--- config.mk ---
export PLATFORM = sky130hd
export DESIGN_NAME = cdb_result_buffer
export DESIGN_NICKNAME = d
export VERILOG_FILES = /design/src/rtl/cdb_result_buffer_pkg.sv /design/src/rtl/cdb_result_buffer.sv
export SDC_FILE = /design/constraint.sdc
export NUM_CORES = 1
export LEC_CHECK = 0
export CAP_MARGIN = 20
export CORE_MARGIN = 1.5
export CORE_UTILIZATION = 59
export CTS_CLUSTER_SIZE = 25
export DETAILED_ROUTE_END_ITERATION = 10
export HOLD_SLACK_MARGIN = 0.15
export MAX_ROUTING_LAYER = met4
export PLACE_DENSITY = 0.89
export SLEW_MARGIN = 25
export SYNTH_ARGS = -nofsm -noshare
export SYNTH_HDL_FRONTEND = slang
export SYNTH_SLANG_ARGS = --single-unit
--- constraint.sdc ---
create_clock -name i_clock -period 4.1 [get_ports i_clock]
set_clock_uncertainty 0.05 [all_clocks]
set_input_delay 0.615 -clock i_clock [delete_from_list [all_inputs] [get_ports i_clock]]
set_output_delay 0.615 -clock i_clock [all_outputs]
set_load 0.005 [all_outputs]
--- src/rtl/cdb_result_buffer_pkg.sv ---
// Shared types and constants for the CDB result staging buffer.
package cdb_result_buffer_pkg;

    localparam int unsigned CDB_XLEN  = 32;
    localparam int unsigned CDB_RRN_W = 6;
    localparam int unsigned CDB_ARN_W = 5;

    // One finished result as broadcast on the common data bus.
    typedef struct packed {
        logic [CDB_XLEN-1:0]  data;
        logic [CDB_RRN_W-1:0] rrn;
        logic [CDB_ARN_W-1:0] arn;
        logic                 jmp;
        logic                 err;
    } cdb_entry_t;

endpackage : cdb_result_buffer_pkg

--- src/rtl/cdb_result_buffer.sv ---
// Per-unit result staging FIFO in front of the CDB arbiter.
//
// - Holds finished results in order and requests the bus while it has any.
// - Drives the head entry onto the OR-merged CDB in cycles where the grant is high.
// - The result width is fixed by CDB_XLEN in the package.
// - Optional feature, enabled by defining CDB_BYPASS_EN: when the buffer is empty,
//   an incoming result may be sent straight to the bus in the same cycle.
module cdb_result_buffer
    import cdb_result_buffer_pkg::*;
#(
    parameter int unsigned DEPTH = 4
) (
    input  logic                         i_clock,
    input  logic                         i_reset_n,
    input  logic                         i_flush,
    input  logic                         i_valid,
    input  cdb_entry_t                   i_entry,
    output logic                         o_ready,
    output logic                         o_get_bus,
    input  logic                         i_bus_granted,
    output logic                         o_cdb_valid,
    output cdb_entry_t                   o_cdb_entry,
    output logic [$clog2(DEPTH+1)-1:0]   o_count
);

    localparam int unsigned PW = $clog2(DEPTH);
    localparam int unsigned CW = $clog2(DEPTH + 1);

    cdb_entry_t     mem [DEPTH];
    logic [PW-1:0]  head;
    logic [PW-1:0]  tail;
    logic [CW-1:0]  count;

    logic           empty;
    logic           ready_c;
    logic           byp_req;
    logic           byp_hit;
    logic           pop;
    logic           push;

    // Handshake decode; ready never looks at the grant, so the grant has no path to ready.
    always_comb begin
        empty   = (count == '0);
        ready_c = (count != CW'(DEPTH)) & ~i_flush & i_reset_n;
`ifdef CDB_BYPASS_EN
        byp_req = empty & i_valid & ready_c;
`else
        byp_req = 1'b0;
`endif
        byp_hit = byp_req & i_bus_granted;
        pop     = ~empty & ~i_flush & i_bus_granted;
        push    = i_valid & ready_c & ~byp_hit;
    end

    // Bus-side outputs; the entry is zero unless this unit owns the bus.
    always_comb begin
        o_ready     = ready_c;
        o_get_bus   = (~empty & ~i_flush) | byp_req;
        o_cdb_valid = pop | byp_hit;
        o_cdb_entry = '0;
        if (pop) begin
            o_cdb_entry = mem[head];
        end else if (byp_hit) begin
            o_cdb_entry = i_entry;
        end
        o_count     = count;
    end

    // Pointer and occupancy update; flush squashes everything held.
    always_ff @(posedge i_clock or negedge i_reset_n) begin
        if (!i_reset_n) begin
            head  <= '0;
            tail  <= '0;
            count <= '0;
        end else if (i_flush) begin
            head  <= '0;
            tail  <= '0;
            count <= '0;
        end else begin
            if (push) begin
                tail <= tail + PW'(1);
            end
            if (pop) begin
                head <= head + PW'(1);
            end
            if (push && !pop) begin
                count <= count + CW'(1);
            end else if (pop && !push) begin
                count <= count - CW'(1);
            end
        end
    end

    // Storage write; contents are don't-care after reset, so no reset here.
    always_ff @(posedge i_clock) begin
        if (push) begin
            mem[tail] <= i_entry;
        end
    end

endmodule : cdb_result_buffer

# Yosys cells after proc, flatten, opt, wreduce, memory -nomap -nowiden
# Memory sizes are Yosys's and may differ from the RTL's.
# Cells that the tools add are included.
# op_classes
add_sub_neg	4
n_eq_ne	1
muxes	10
bitwise_logic	7
n_reduce_logical	8
# ops
op	count
$mux W45	1
$mux W3	3
$mux W2	4
$and A1 B1 Y1	5
$add A2 B1 Y2 const B	2
$reduce_bool A2 Y1	2
$add A3 B1 Y3 const B	1
$logic_not A3 Y1	1
$ne A3 B3 Y1 const B	1
$reduce_bool A3 Y1	1
$sub A3 B1 Y3 const B	1
$logic_and A1 B1 Y1	2
$logic_not A1 Y1	2
$mux W1	2
$not A1 Y1	2
# totals
reg_bits	7
ramBits	180
in_bits	50
n_memories	1
# memory_table
name	words	word_bits	rd	rd_ports_with_merged_regs	write_ports	line_no	source
mem	4	45	1	0	1	cdb_result_buffer.sv:29	cdb_entry_t mem [DEPTH];

# Logic depth before layout (Yosys ltp)
# Gate-level depths: netlist (run 1).
# logic_depth
word_depth	9
depth_mapped	9

# Worst setup path after synthesis (run 1)
# No wires, ideal clock.
# synth_path
path_kind	input to register
startpoint	in i_flush
endpoint	mem mem[0][0] (netlist bit) (enable)
setup_ns	0.407
t_arrival_ns	2.293
t_required_ns	3.643
slack_ns	1.350
path_stages	3
path_buffers	0
cell_sequence	nand3b_2 a21oi_4 and2_1
# synth_via
elab_chain_len	6
# synth_rtl
element	line_no	source
start, declared	cdb_result_buffer.sv:15	input logic i_flush,
$not A1 Y1	cdb_result_buffer.sv:44	ready_c = (count != CW'(DEPTH)) & ~i_flush & i_reset_n;
$and A1 B1 Y1 (2 in a row)	cdb_result_buffer.sv:44	
$and A1 B1 Y1	cdb_result_buffer.sv:52	push = i_valid & ready_c & ~byp_hit;
$mux W1	cdb_result_buffer.sv:96	if (push) begin
$mux W1 (implied by the code)	cdb_result_buffer.sv:97	mem[tail] <= i_entry;
end, declared	cdb_result_buffer.sv:29	
# Every way passes these cells.

==> results.ini, run 1 <==
[setup_path]
cp_max_fo = 27
crit_required_ns = 3.43
r2r_slack_ns = 1.91
crit_path_start_kind = input pin
arrival_ns = 2.78
r2r_start = o_count[1]
crit_type = in -> out
critPathLaunch = i_flush
worst_setup_path_end_kind = primary output

[die]
start_util_pct = 61.2
fp.dieW_um = 115
fp.coreArea_mm2 = 0.0121
rows = 40
ios = 101
die-area_mm2 = 0.0132
die_h_um = 115

[clocking]
worstSkewPairLatency_ns = 0.42
clkSinkCount = 187
cts_tree = built
cts_resized = 0
post_cts_buffers = 0
cts_root_buf = clkbuf_16
clk_pin_slew_ns = 0.06
h-tree-depth = 4
max-clock-path-buffers = 2
cts_buffers = 17
postCtsHoldBufs = 0

[timing]
hold_ws_ns = 0.454
fin_crit_sh_pct = 84.0
fmax_ghz = 0.290
relSlewSlack_pct = 41.9
fin_crit_ns = 3.44
finalMaxSlewViolations = 0
rsz0062_at_grt = false
fin_ws_ns = 0.657
setup_viol = 0
hold_violations = 0
setup_tns_ns = 0
worst_pin_slew_ns = 0.871

[placed_design]
place_ws_ns = 0.684
placed_area_mm2 = 0.00860
dp_hpwl_mm = 8.03
portBuffers = 100
gp_congestion = 0.724

[synthesis]
ys_seq_area_share_pct = 75.3
syn-cell-area_mm2 = 0.00741
synth_top_family_by_area = multiplexers
yosys.area.top_type = edfxtp_1
synthCells = 356
synth_xor_area_share_pct = 0.709
synthAdderAreaFrac_pct = 0.946
synth_top_area_share_pct = 73.0
ys_ff_latch = 187
synth_top_cells_by_area = edfxtp_1, mux4_2, and3_1
synth_warnings = 0
syn-num-nets = 411
synth.distinct_cells = 33
synth_simple_gate_area_share_pct = 5.42
synth_compound_area_share_pct = 1.35
synth.avg_cell_area_um2 = 20.8
synthMuxAreaShare_pct = 13.8

[routing]
drc = 0
post_drt_wl_per_cell_um = 21.7
drt_pre_antenna_iters = 5
ant_nets = 0
drt-initial-drc-count = 256
routed_via_density = 5.82
drt_wl_total_mm = 13.8
via_count = 3711

[hold_path]
min_path_type = in -> async

[layout]
area_growth_pct = 23.7
n_antenna_cell = 0
nNetsFinal = 513
final_cell_area_mm2 = 0.00917
drive_above_1_share_pct = 18.3

[global_routing]
antenna_found_initial = 0
track_usage_pct = 23.8
grt_max_degree = 56
overflow = 0
grt_pass1_wl_mm = 21.8
grt_pass1_vias = 4049

[run_status]
outcome = completed

[pwr]
pwr-share-comb_pct = 10.9
power.leakage_uw = 0.00307
clkPwrFrac_pct = 37.4
total_power_uw = 4190
power_density_mw_per_mm2 = 458
p_sw_share_pct = 20.4
power.switching_uw = 854
ir_drop_uv = 352
power_frac_seq_pct = 51.7
p_int_uw = 3340

[run]
maxCapViolCount = 0

==> cell usage in the layout, fill, tap and decap left out, drive strengths merged, types with 4 or more instances in the layout <==
cell type	instances
edfxtp	180
clkdlybuf4s50	99
mux4	45
and3	45
clkbuf	20
buf	8
clkinv	8
nor2	7
dfrtp	7
inv	6
a21oi	5
and2	4
xnor2	4
ha	4
==> cell usage after synthesis <==
library cell	instances
edfxtp_1	180
ha_1	4
xor2_1	2
and2_1	4
buf_12	2
nand2b_1	2
buf_8	1
or2_2	1
o31ai_1	1
mux4_2	45
nor3_1	3
o32ai_1	1
buf_2	9
nor2_1	7
inv_1	6
dfrtp_1	7
o21ai_0	3
buf_4	1
nand3b_2	1
nand2_1	3
and3_1	45
o31a_1	1
clkbuf_1	10
nor2b_1	2
o22a_1	1
mux2i_1	1
o22ai_1	1
fa_1	1
a21oi_1	4
xnor2_1	4
buf_6	1
o2111ai_1	1
a21oi_4	1
==> kinds of logic (layout without fill, tap and decap cells) <==
logic type,Yosys count,after routing
AO/OA/AOI/OAI,14,14
XOR/XNOR,6,6
adder cells (fa/ha/maj),5,5
buffers and inverters,30,144
flip-flops,187,187
multiplexers,46,46
AND/OR/NAND/NOR,68,68
==> critical path, cell delays in order <==
cell and delay, ns:
clkdlybuf4s50_1 0.65, nor2_4 0.53, buf_12 0.24, and3_1 0.20, clkdlybuf4s50_1 0.54
==> path summary, 6_finish.rpt <==
| kind | endpoint | cells after the start |
|---|---|---|
| max | o_cdb_entry[19] | 5 |
| min | o_count[0] | 1 |
| max reg2reg | mem[3][13] | 4 |
| min reg2reg | tail[1] | 2 |
| max in group asynchronous | head[0] | 1 |
| min in group i_clock | tail[1] | 2 |
==> flip-flops by register name, summed over array words and instances (netlist names) <==
register / flops
mem: 180
head: 2
o_count: 3
tail: 2
==> routing by layer <==
metal,vias up,track usage [%],routed length (um)
met1,1905,30.3,5420
met3,14,6.38,831
met5,-,-,0
li1,1653,-,-
met4,0,7.08,165
met2,139,38.3,7390
==> power by group through the flow <==
stage	clock network, uW	logic [uW]	registers, uW
detailed placement	0	458	2210
global placement	0	445	2210
global route	1670	495	2180
CTS	1600	462	2170
floorplan	0	313	2180
finish	1570	456	2170
==> metrics by stage <==
step | utilization [%] | instances
final | 75.7 | 638
after global routing | 75.7 | 638
after CTS | 75.7 | 638
after detailed placement | 71.0 | 607
after global placement | 71.0 | 607
after floorplan | - | 356
==> cell type report <==
class,count,area (um^2)
inverters,6,22.5
well taps,168,210
clock buffers,20,437
repair buffers,107,1120
fillers,713,2950
clock inverters,11,128
flip-flops and latches,187,5590
multi-input cells,139,1660
(Power assumes the default switching activity.)
==> inputs of run 2 (changes only) <==
--- a/config.mk
+++ b/config.mk
@@ -7,12 +7,12 @@
 export LEC_CHECK = 0
 export CAP_MARGIN = 20
 export CORE_MARGIN = 1.5
-export CORE_UTILIZATION = 59
+export CORE_UTILIZATION = 54
 export CTS_CLUSTER_SIZE = 25
 export DETAILED_ROUTE_END_ITERATION = 10
 export HOLD_SLACK_MARGIN = 0.15
 export MAX_ROUTING_LAYER = met4
-export PLACE_DENSITY = 0.89
+export PLACE_DENSITY = 0.83
 export SLEW_MARGIN = 25
 export SYNTH_ARGS = -nofsm -noshare
 export SYNTH_HDL_FRONTEND = slang
==> constraint.sdc (replaced) <==
create_clock -name i_clock -period 3.59 [get_ports i_clock]
set_clock_uncertainty 0.05 [all_clocks]
set_input_delay 0.5385 -clock i_clock [delete_from_list [all_inputs] [get_ports i_clock]]
set_output_delay 0.5385 -clock i_clock [all_outputs]
set_load 0.005 [all_outputs]
==> run 2 against run 1 <==
Final area unchanged. First-iteration DRC count up 5.1%. Worst setup slack worse by 0.34 ns. Cell count up 1.7%. Worst hold slack worse by 0.094 ns. Sequential power up 14%. Die area up 9.0%. Power up 11%. Via count up 0.59%. Combinational power up 17%. Largest cell class unchanged. Largest power group unchanged.
==> results.ini, run 2 (synthesis results as in run 1) <==
[routing]
post_drt_wl_per_cell_um = 21.2
drt-initial-drc-count = 269
drc = 0
via_count = 3733
routed_via_density = 5.75
ant_nets = 0
drt_wl_total_mm = 13.8
drt_pre_antenna_iters = 4

[setup_path]
worst_setup_path_end_kind = primary output
r2r_end = o_count[1]
crit_path_start_kind = flop
r2r_slack_ns = 1.47
arrival_ns = 2.69
crit_cells = 4
path_cells = buf_12, mux4_2, and3_1, clkdlybuf4s50_1
slowest_stage = dfrtp_4
endpoint = o_cdb_entry[25]
crit_family = buffers and inverters
crit_type = reg -> out
crit_buf_inv = 2
slowest_delay_ns = 0.71
crit_required_ns = 3.00
r2r_start = o_count[1]
cp_max_fo = 27
reg2regPathDepth = 6
critPathLaunch = head[0]

[placed_design]
placed_area_mm2 = 0.00864
dp_hpwl_mm = 8.03
portBuffers = 100
placed_cells = 617
gp_congestion = 0.716

[die]
ios = 101
die-area_mm2 = 0.0144
rows = 42
die_h_um = 120
start_util_pct = 55.7
fp.dieW_um = 120
fp.coreArea_mm2 = 0.0133

[layout]
area_growth_pct = 23.7
largest_reg_flops = 180
n_antenna_cell = 0
final_common_cell = edfxtp_1
regMostFlops = mem
fin_cells = 649
drive_above_1_share_pct = 20.1
layout_common_cells = edfxtp_1, clkdlybuf4s50_1, mux4_2, and3_1, clkbuf_16
final_cell_area_mm2 = 0.00917
nNetsFinal = 515
fillers = 841

[clocking]
clk_pin_slew_ns = 0.07
worstSkewPairLatency_ns = 0.42
cts_tree = built
cts_resized = 0
cts_buffers = 17
postCtsHoldBufs = 0
clkSinkCount = 187
h-tree-depth = 4
max-clock-path-buffers = 2
post_cts_buffers = 0
cts_root_buf = clkbuf_16

[pwr]
ir_drop_uv = 378
power.leakage_uw = 0.00305
power_density_mw_per_mm2 = 507

[run_status]
outcome = completed

[timing]
fin_crit_sh_pct = 91.2
setup_viol = 0
setup_tns_ns = 0
hold_violations = 0
finalMaxSlewViolations = 0
fin_crit_ns = 3.27
relSlewSlack_pct = 65.6
worst_pin_slew_ns = 0.516
hold_ws_ns = 0.360
fmax_ghz = 0.305
rsz0062_at_grt = false

[global_routing]
grt_pass1_vias = 3990
track_usage_pct = 21.3
overflow = 0
grt_max_degree = 56
antenna_found_initial = 0
grt_pass1_wl_mm = 21.7

[run]
maxCapViolCount = 0

[hold_path]
min_path_type = in -> async

==> run 2: cell count changes in the layout (fill, tap and decap cells not counted) <==
cell | before | now
clkinvlp_4 | 0 | 7
bufinv_16 | 3 | 0
clkbuf_1 | 3 | 0
clkinv_1 | 5 | 2
inv_6 | 0 | 2
buf_12 | 6 | 7
buf_4 | 1 | 2
clkinv_2 | 2 | 3
==> run 2: worst min-delay path by stage <==
stage	start	to	cells after the start
2_1_floorplan	i_reset_n	head[0]	0
3_3_place_gp	tail[0]	tail[0]	2
3_5_place_dp	tail[1]	tail[1]	2
4_1_cts	i_reset_n	o_count[0]	1
5_1_grt	i_reset_n	o_count[2]	1
6_report	i_reset_n	o_count[2]	1
==> run 2: report_power, final <==
group / leakage (uW) / switching, uW / internal, uW / total (uW)
Sequential: 0.00172 / 47.7 / 2430 / 2480
Combinational: 0.00109 / 219 / 313 / 532
Clock: 0.000239 / 760 / 879 / 1640
Total: 0.00305 / 1030 / 3620 / 4650
==> run 2: through the flow <==
| step | util [%] | total power [uW] | setup slack, ns |
|---|---|---|---|
| global placement | 65.0 | 3050 | 0.465 |
| global route | 68.9 | 4820 | 0.150 |
| floorplan | - | 2840 | 0.916 |
| detailed placement | 65.0 | 3060 | 0.428 |
| CTS | 68.9 | 4700 | 0.239 |
| finish | 68.9 | 4650 | 0.316 |
==> run 2: layer usage <==
layer	wire, um	share of wire, %	global-route usage, %
met1	5690	41	26.7
met2	7220	52	35.0
met3	774	5.6	4.61
met4	98	0.71	7.22
met5	0	0	-
==> run 2: area by class of cell <==
class                   count  area, um^2  area share [%]
clock buffers              17         425            4.64
repair buffers            109        1150            12.6
multi-input cells         139        1660            18.1
flip-flops and latches    187        5590            60.9
well taps                 176         220            2.40
clock inverters            15         101            1.11
inverters                   6        22.5           0.246
==> inputs of run 3 (changes only) <==
--- a/config.mk
+++ b/config.mk
@@ -6,6 +6,7 @@
 export NUM_CORES = 1
 export LEC_CHECK = 0
 export CAP_MARGIN = 20
+export CORE_ASPECT_RATIO = 1.5
 export CORE_MARGIN = 1.5
 export CORE_UTILIZATION = 54
 export CTS_CLUSTER_SIZE = 25
==> run 3 against run 2 <==
The flow now finishes with violations (DRC). Non-clock buffer count rose by 4. Worst setup slack improved by 0.052 ns. Clock power up 16%. Clock-buffer cell count unchanged. Largest power group unchanged. First-iteration DRC count is 3.0% higher. Largest cell class unchanged. Flip-flop and latch count unchanged. Maximum frequency increased by 1.6%. Final area increased by 1.1%. Sequential share of layout area decreased by 0.67 points. Routed wire length up 3.5%. Sequential power about the same.
==> results.ini, run 3 (synthesis results as in run 1) <==
[pwr]
power.switching_uw = 1160
pwr-share-comb_pct = 11.0
clkPwrFrac_pct = 38.6
p_sw_share_pct = 23.6
total_power_uw = 4920
power_frac_seq_pct = 50.4
ir_drop_uv = 416
p_int_uw = 3760
power.leakage_uw = 0.00313
power_density_mw_per_mm2 = 530

[placed_design]
place_ws_ns = 0.579
placed_cells = 607
placed_area_mm2 = 0.00864
dp_hpwl_mm = 8.49
gp_congestion = 0.795
portBuffers = 100

[clocking]
cts_buffers = 17
clk_pin_slew_ns = 0.07
worstSkewPairLatency_ns = 0.43
cts_tree = built
cts_root_buf = clkbuf_16
post_cts_buffers = 0
clkSinkCount = 187
cts_resized = 0
max-clock-path-buffers = 2
h-tree-depth = 4
postCtsHoldBufs = 0

[timing]
hold_violations = 0
fin_crit_sh_pct = 89.7
setup_viol = 0
rsz0062_at_grt = false
fin_crit_ns = 3.22
setup_tns_ns = 0
fin_ws_ns = 0.368
relSlewSlack_pct = 44.8
fmax_ghz = 0.310
finalMaxSlewViolations = 0
worst_pin_slew_ns = 0.828

[routing]
drt-met1-wl_mm = 5.49
highest_layer = met4
drt_pre_antenna_iters = 7
drt_wl_total_mm = 14.3
wl_met2_mm = 7.80
drt-initial-drc-count = 277
drc = 5
via_count = 3775
ant_nets = 0
met3_length_um = 624
post_drt_wl_per_cell_um = 22.3
routed_via_density = 5.90

[global_routing]
grt_pass1_vias = 4149
track_usage_pct = 21.7
overflow = 0
antenna_found_initial = 1
grt_max_degree = 50
grt_pass1_wl_mm = 22.5

[die]
die_h_um = 146
fp.coreArea_mm2 = 0.0135
rows = 52
ios = 101
fp.dieW_um = 98.6
start_util_pct = 55.0
die-area_mm2 = 0.0144

[setup_path]
slowest_delay_ns = 0.69
crit_path_start_kind = flop
worst_setup_path_end_kind = primary output
cp_max_fo = 20
r2r_end = o_count[1]
path_cells = buf_4, mux4_2, and3_1, clkdlybuf4s50_1
r2r_slack_ns = 1.45
reg2regPathDepth = 6
crit_type = reg -> out
arrival_ns = 2.63
crit_required_ns = 3.00
slowest_stage = dfrtp_4
r2r_start = o_count[1]

[layout]
nNetsFinal = 519
fin_cells = 640
final_common_cell = edfxtp_1
fillers = 820
drive_above_1_share_pct = 21.2
final_cell_area_mm2 = 0.00927
regMostFlops = mem
layout_common_cells = edfxtp_1, clkdlybuf4s50_1, mux4_2, and3_1, clkbuf_16
area_growth_pct = 25.1
largest_reg_flops = 180

[run]
maxCapViolCount = 0

[run_status]
violations = DRC
outcome = finished with violations

[hold_path]
min_path_type = in -> async

==> run 3: final cells by class <==
type                       instances  area [um^2]  area share [%]
clock inverter                    15          201            2.17
timing repair buffer             113         1170            12.6
antenna                            1         2.50          0.0270
clock buffer                      17          425            4.59
tap                              162          203            2.19
sequential                       187         5590            60.3
multi-input combinational        139         1660            17.9
inverter                           6         22.5           0.243
==> run 3: power groups by stage <==
stage	sequential (uW)	clock, uW	combinational (uW)
global placement	2520	0	531
CTS	2480	1930	546
floorplan	2490	0	358
finish	2480	1900	541
detailed placement	2530	0	542
global route	2480	2010	581
==> run 3: through the flow <==
stage	utilization [%]	hold slack, ns
4_1_cts	68.8	0.348
3_5_place_dp	64.1	0.567
5_1_grt	68.8	0.353
3_3_place_gp	64.1	0.549
2_1_floorplan	-	0.193
6_report	68.8	0.349
==> run 3: critical path: cells and delay by family (launching register included) <==
family,cells,cell delay (ns)
buffers and inverters,2,0.77
AND/OR/NAND/NOR,1,0.22
flip-flops,1,0.69
multiplexers,1,0.51
==> run 3: worst max-delay path by stage <==
stage | start | end | slack [ns] | depth (start not counted)
4_1_cts | head[0] | o_cdb_entry[34] | 0.30 | 4
5_1_grt | head[0] | o_cdb_entry[33] | 0.23 | 4
6_report | head[0] | o_cdb_entry[34] | 0.37 | 4
2_1_floorplan | i_flush | mem[0][0] | 0.92 | 3
3_5_place_dp | i_flush | o_cdb_entry[42] | 0.58 | 5
3_3_place_gp | i_flush | o_cdb_entry[44] | 0.58 | 5
==> run 3: layer usage <==
metal,global-route usage [%],vias to the layer above
met3,5.46,22
met2,36.5,123
li1,-,1675
met1,25.1,1955
met4,8.71,0
met5,-,-
